**src/rtl/alu_ctrl_seq.sv**
```systemverilog
// ---------------------------------------------------------------------------
// alu_ctrl_seq
//
// Control sequencer for the A/Q/M register ALU datapath. It walks through
// add, subtract, Booth radix-2 multiply and non-restoring divide at any
// operand WIDTH. It emits one registered one-hot control strobe per cycle
// and owns the iteration counter.
//
// Parameters:
//   WIDTH        operand width in bits (>=2); multiply/divide iteration count
//   CNT_W        derived, width of the iteration counter
//
// Ports:
//   clk          system clock, rising edge
//   rst          asynchronous reset, active low
//   start        level request, only looked at while idle
//   opcode       00 add, 01 sub, 10 mul, 11 div; captured on entry to LOAD
//   q0, q_m1     Booth bit pair Q[0] / Q[-1] from the datapath
//   a_sign       sign bit of the datapath A register
//   divisor_zero M==0 flag from the datapath (divide-by-zero check only)
//   cs           one-hot strobes [0]LOAD [1]ADD [2]SUB [3]SHIFT [4]CORRECT
//                [5]OUTPUT [6]DECIDE [7]DONE; all zero while idle
//   cnt          current iteration index
//   busy         high in every state except idle
//   done         one-cycle completion pulse (same as cs[7])
//   err          divide-by-zero flag
//
// Build option:
//   DIV0_CHECK_EN  when defined, a divide with divisor_zero=1 seen in LOAD
//                  jumps straight to DONE and raises err. When undefined,
//                  divisor_zero is ignored and err is constant 0.
// ---------------------------------------------------------------------------
module alu_ctrl_seq #(
  parameter int WIDTH = 8,
  localparam int CNT_W = $clog2(WIDTH)
) (
  input  logic             clk,
  input  logic             rst,
  input  logic             start,
  input  logic [1:0]       opcode,
  input  logic             q0,
  input  logic             q_m1,
  input  logic             a_sign,
  input  logic             divisor_zero,
  output logic [7:0]       cs,
  output logic [CNT_W-1:0] cnt,
  output logic             busy,
  output logic             done,
  output logic             err
);

  typedef enum logic [3:0] {
    S_IDLE    = 4'd0,
    S_LOAD    = 4'd1,
    S_ADD     = 4'd2,
    S_SUB     = 4'd3,
    S_SHIFT   = 4'd4,
    S_CORRECT = 4'd5,
    S_OUTPUT  = 4'd6,
    S_DECIDE  = 4'd7,
    S_DONE    = 4'd8
  } state_t;

  localparam logic [1:0] OP_ADD = 2'b00;
  localparam logic [1:0] OP_SUB = 2'b01;
  localparam logic [1:0] OP_MUL = 2'b10;
  localparam logic [1:0] OP_DIV = 2'b11;

  localparam logic [CNT_W-1:0] CNT_LAST = CNT_W'(WIDTH - 1);

  state_t           state_q, state_d;
  logic [CNT_W-1:0] cnt_q, cnt_d;
  logic [1:0]       op_q, op_d;
  logic [7:0]       cs_q, cs_d;
  logic             busy_q, busy_d;

`ifdef DIV0_CHECK_EN
  logic             err_q, err_d;
`else
  logic             div0_unused;
  assign div0_unused = divisor_zero;
`endif

  // State register. The strobes and busy are registered from the next
  // state, so they line up exactly with the state they describe.
  always_ff @(posedge clk or negedge rst) begin
    if (!rst) begin
      state_q <= S_IDLE;
      cnt_q   <= '0;
      op_q    <= OP_ADD;
      cs_q    <= '0;
      busy_q  <= 1'b0;
`ifdef DIV0_CHECK_EN
      err_q   <= 1'b0;
`endif
    end else begin
      state_q <= state_d;
      cnt_q   <= cnt_d;
      op_q    <= op_d;
      cs_q    <= cs_d;
      busy_q  <= busy_d;
`ifdef DIV0_CHECK_EN
      err_q   <= err_d;
`endif
    end
  end

  // Next-state logic. The counter only advances when it has not yet
  // reached the last iteration, so it never wraps. Multiply counts at the
  // SHIFT->DECIDE step; divide counts at the ADD/SUB->SHIFT step.
  always_comb begin
    state_d = state_q;
    cnt_d   = cnt_q;
    op_d    = op_q;
`ifdef DIV0_CHECK_EN
    err_d   = err_q;
`endif
    case (state_q)
      S_IDLE: begin
        if (start) begin
          state_d = S_LOAD;
          cnt_d   = '0;
          op_d    = opcode;
`ifdef DIV0_CHECK_EN
          err_d   = 1'b0;
`endif
        end
      end
      S_LOAD: begin
        case (op_q)
          OP_ADD:  state_d = S_ADD;
          OP_SUB:  state_d = S_SUB;
          OP_MUL:  state_d = S_DECIDE;
          default: state_d = S_SHIFT;
        endcase
`ifdef DIV0_CHECK_EN
        if (op_q == OP_DIV && divisor_zero) begin
          state_d = S_DONE;
          err_d   = 1'b1;
        end
`endif
      end
      S_ADD, S_SUB: begin
        if (op_q == OP_DIV) begin
          if (cnt_q == CNT_LAST) begin
            state_d = S_DECIDE;
          end else begin
            cnt_d   = cnt_q + CNT_W'(1);
            state_d = S_SHIFT;
          end
        end else if (op_q == OP_MUL) begin
          state_d = S_SHIFT;
        end else begin
          state_d = S_OUTPUT;
        end
      end
      S_SHIFT: begin
        if (op_q == OP_MUL) begin
          if (cnt_q == CNT_LAST) begin
            state_d = S_OUTPUT;
          end else begin
            cnt_d   = cnt_q + CNT_W'(1);
            state_d = S_DECIDE;
          end
        end else begin
          state_d = a_sign ? S_ADD : S_SUB;
        end
      end
      S_DECIDE: begin
        if (op_q == OP_MUL) begin
          case ({q0, q_m1})
            2'b10:   state_d = S_SUB;
            2'b01:   state_d = S_ADD;
            default: state_d = S_SHIFT;
          endcase
        end else begin
          state_d = a_sign ? S_CORRECT : S_OUTPUT;
        end
      end
      S_CORRECT: state_d = S_OUTPUT;
      S_OUTPUT:  state_d = S_DONE;
      S_DONE:    state_d = S_IDLE;
      default:   state_d = S_IDLE;
    endcase
  end

  // Output decode of the upcoming state into one-hot strobes.
  always_comb begin
    cs_d = '0;
    case (state_d)
      S_LOAD:    cs_d[0] = 1'b1;
      S_ADD:     cs_d[1] = 1'b1;
      S_SUB:     cs_d[2] = 1'b1;
      S_SHIFT:   cs_d[3] = 1'b1;
      S_CORRECT: cs_d[4] = 1'b1;
      S_OUTPUT:  cs_d[5] = 1'b1;
      S_DECIDE:  cs_d[6] = 1'b1;
      S_DONE:    cs_d[7] = 1'b1;
      default:   cs_d    = '0;
    endcase
    busy_d = (state_d != S_IDLE);
  end

  assign cs   = cs_q;
  assign cnt  = cnt_q;
  assign busy = busy_q;
  assign done = cs_q[7];
`ifdef DIV0_CHECK_EN
  assign err  = err_q;
`else
  assign err  = 1'b0;
`endif

endmodule

```
**config.mk**
```make
export PLATFORM = sky130hd
export DESIGN_NAME = alu_ctrl_seq
export DESIGN_NICKNAME = d
export VERILOG_FILES = /design/src/rtl/alu_ctrl_seq.sv
export SDC_FILE = /design/constraint.sdc
export NUM_CORES = 1
export LEC_CHECK = 0
export BUFFER_PORTS_ARGS = -buffer_cell sky130_fd_sc_hd__clkbuf_2
export CAP_MARGIN = 20
export CORE_UTILIZATION = 51
export CTS_CLUSTER_DIAMETER = 150
export DETAILED_ROUTE_END_ITERATION = 6
export PLACE_DENSITY_LB_ADDON = 0.12
export SLEW_MARGIN = 20
export SYNTH_ARGS = -nofsm -noshare
export SYNTH_HDL_FRONTEND = slang
export SYNTH_SLANG_ARGS = --single-unit
```
**constraint.sdc**
```tcl
create_clock -name clk -period 5 [get_ports clk]
set_input_delay 0.5 -clock clk [delete_from_list [all_inputs] [get_ports clk]]
set_output_delay 0.5 -clock clk [all_outputs]
set_load 0.02 [all_outputs]
```
==> metrics.cfg <==
[yosys]
synthFlopType=dfrtp_1
avgSynthCellArea_sq_um=11.2
syn_nets=110
synth_seq_cells=18
yosysTopAreaCellShare_pct=43.3
ys.warnings.count=0
synthArstFlopShare_pct=100
syn_area_sq_um=1040
synth.distinct_cells=38
synth_area_leaders=dfrtp_1, ha_1, mux2_2
yosysTopAreaCell=dfrtp_1
yosysSeqAreaShare_pct=43.3
syn_inst=93
synth-edff-count=0

[floorplanning]
dieArea_sq_um=2230
core_sq_um=1820
io_pins=23
initial_utilization_pct=57.2
rows=15
chipHeight_microns=47.2
die_w_microns=47.2

[placed_design]
port_buffers=20
place_area_sq_um=1130
dp_hpwl_microns=1350
place_congestion=0.820

[grt]
overflow=0
grt_max_degree=19
grt_pass1_wl_microns=3020
grt_use_total_pct=19.8
antenna_found_initial=0
grt_pass1_vias=691

[sta]
finalHoldViolations=0
finalCriticalPeriod_ns=1.98
setup_viol=0
rsz0062_at_grt=no
slew_headroom_pct=56.2
drv_slew=0
max_clock_freq_mhz=504
worst_pin_slew_ns=0.649
fin_crit_sh_pct=39.7
fin_worst_skew_ns=0.00119
setup_tns_ns=0

[worst_setup_path]
required_ns=5.21
crit_cells=7
path_buf_inv=2
crit_chain=inv_1 > ha_1 > mux2_2 > o22ai_1 > a211oi_4 > inv_1 > nor3_1
startpoint_type=flip-flop
crit_path_max_incr_delay_ns=0.41
crit_family=compound AO/OA/AOI/OAI gates
crit_path_top_delay_cell=dfrtp_1
crit_path_max_fanout=6
cp_data_arrival_time_ns=2.19
cpMostUsedCell=inv_1
reg2reg_depth=7
worstSetupEndpointType=flip-flop
critPathKind=flip-flop to flip-flop

[cells_and_area]
fin_nets=128
drive_gt1_share_pct=32.7
syn2layout_area_growth_pct=11.8
insertedDiodeCount=0
stdcell_area_sq_um=1160

[detailed_routing]
viasPerCell=5.59
first_pass_iters=4
wl_microns=1840
wire_per_inst_microns=13.7
route.detailed.drc=0
drtIter0Drc=15
vias=754
antenna_left=0

[clock_network]
cts_buffers=3
path_clk_slew_ns=0.10
cts_sinks=18
hold_buffers=0
clock_latency_ns=0.29
post_cts_buffers=0
clock-root-buffer=clkbuf_4
cts_buffer_depth=2
cts_tree=done
htree_levels=1
cts_resized=0

[flow_run]
maxCapViolCount=0

[status]
status=finished, final reports clean

[hold_path]
hp-class=input port to async pin

[power]
p_per_area_nw_per_um2=646
power_leakage_uw=0.000591
peakVddDrop_uv=360

## cell usage after synthesis, types with 2 or more instances
cell and instances:
buf_4 4, buf_2 2, inv_1 6, nand2_1 2, o21ai_0 5, ha_1 8
mux2_2 3, nor2_1 5, a22o_1 2, mux2i_1 2, nor3_1 5, nand4b_1 2
nand2b_1 4, nor4bb_1 2, dfrtp_1 18
## per-layer routing
| metal | GRT usage [%] | vias to the layer above | part of all wire (%) | wire (microns) |
|---|---|---|---|---|
| met4 | 7.43 | 0 | 1.2 | 22 |
| met5 | 0 | - | 0 | 0 |
| met3 | 3.46 | 4 | 5.1 | 94 |
| li1 | - | 365 | - | - |
| met1 | 27.5 | 358 | 46 | 849 |
| met2 | 31.1 | 27 | 48 | 877 |
## worst paths after layout
kind	slack, ns	to	from
setup reg to reg	3.02	cs[3]$_DFF_PN0_	op_q[0]$_DFFE_PN0P_
setup / recovery	3.02	cs[3]$_DFF_PN0_	op_q[0]$_DFFE_PN0P_
min in group clk	0.44	op_q[1]$_DFFE_PN0P_	opcode[1]
hold / removal	0.13	cs[7]$_DFF_PN0_	rst
hold reg to reg	0.55	cnt[1]$_DFFE_PN0P_	cnt[1]$_DFFE_PN0P_
max in group asynchronous	4.57	state_q[2]$_DFF_PN0_	rst
## cell type report
type                            count  area [sq um]
Clock buffer                        4          36.3
Timing Repair Buffer               20           100
Sequential cell                    18           450
Multi-Input combinational cell     61           519
Tap cell                           25          31.3
Inverter                            7          26.3
Fill cell                         168           657
## kinds of logic after synthesis
| kind of cell | Yosys count | synth area share (%) |
|---|---|---|
| compound gates | 14 | 11.1 |
| fa+ha+maj | 8 | 9.62 |
| buf+inv | 14 | 6.85 |
| flops | 18 | 43.3 |
| mux | 5 | 5.17 |
| other cells | 1 | 0.360 |
| simple gates | 33 | 23.7 |
## worst reg2reg max path: stages, from the launching register on
cell	delay, ns
dfrtp_1	0.41
inv_1	0.11
ha_1	0.32
mux2_2	0.21
o22ai_1	0.12
a211oi_4	0.37
inv_1	0.14
nor3_1	0.21
## layout by cell type (no fill, tap or decap), types with 2 or more instances in the layout
master,netlist,layout
inv_1,6,6
o21ai_0,5,5
nor4bb_1,2,2
nor2_1,5,5
clkbuf_4,0,3
clkbuf_2,1,20
nand2_1,2,2
mux2i_1,2,2
dfrtp_1,18,18
nand4b_1,2,2
ha_1,8,8
a22o_1,2,2
nor3_1,5,5
mux2_2,3,3
nand2b_1,4,4
## through the flow
stage | power [uW] | worst slack (ns) | hold slack (ns) | std cells | utilization (%)
after CTS | 755 | 3.01 | 0.136 | 135 | 63.9
after global routing | 811 | 2.89 | 0.156 | 135 | 63.9
final | 751 | 3.02 | 0.127 | 135 | 63.9
after floorplan | 584 | 3.19 | 0.204 | 93 | -
after global placement | 653 | 3.04 | 0.465 | 131 | 61.9
after detailed placement | 666 | 3.00 | 0.470 | 131 | 61.9
## sequential cells by signal, indices dropped and copies added, names as in the netlist
| name | flops |
|---|---|
| cs | 8 |
| state_q | 4 |
| cnt | 3 |
| op_q | 2 |
| busy | 1 |
## power breakdown
part | switching [uW] | leakage (uW) | internal [uW] | total (uW)
Combinational | 228 | 0.000336 | 171 | 399
Clock | 44.3 | 0.0000210 | 44.4 | 88.7
Sequential | 63.0 | 0.000235 | 201 | 264
Power figures use the tool's default switching activity.
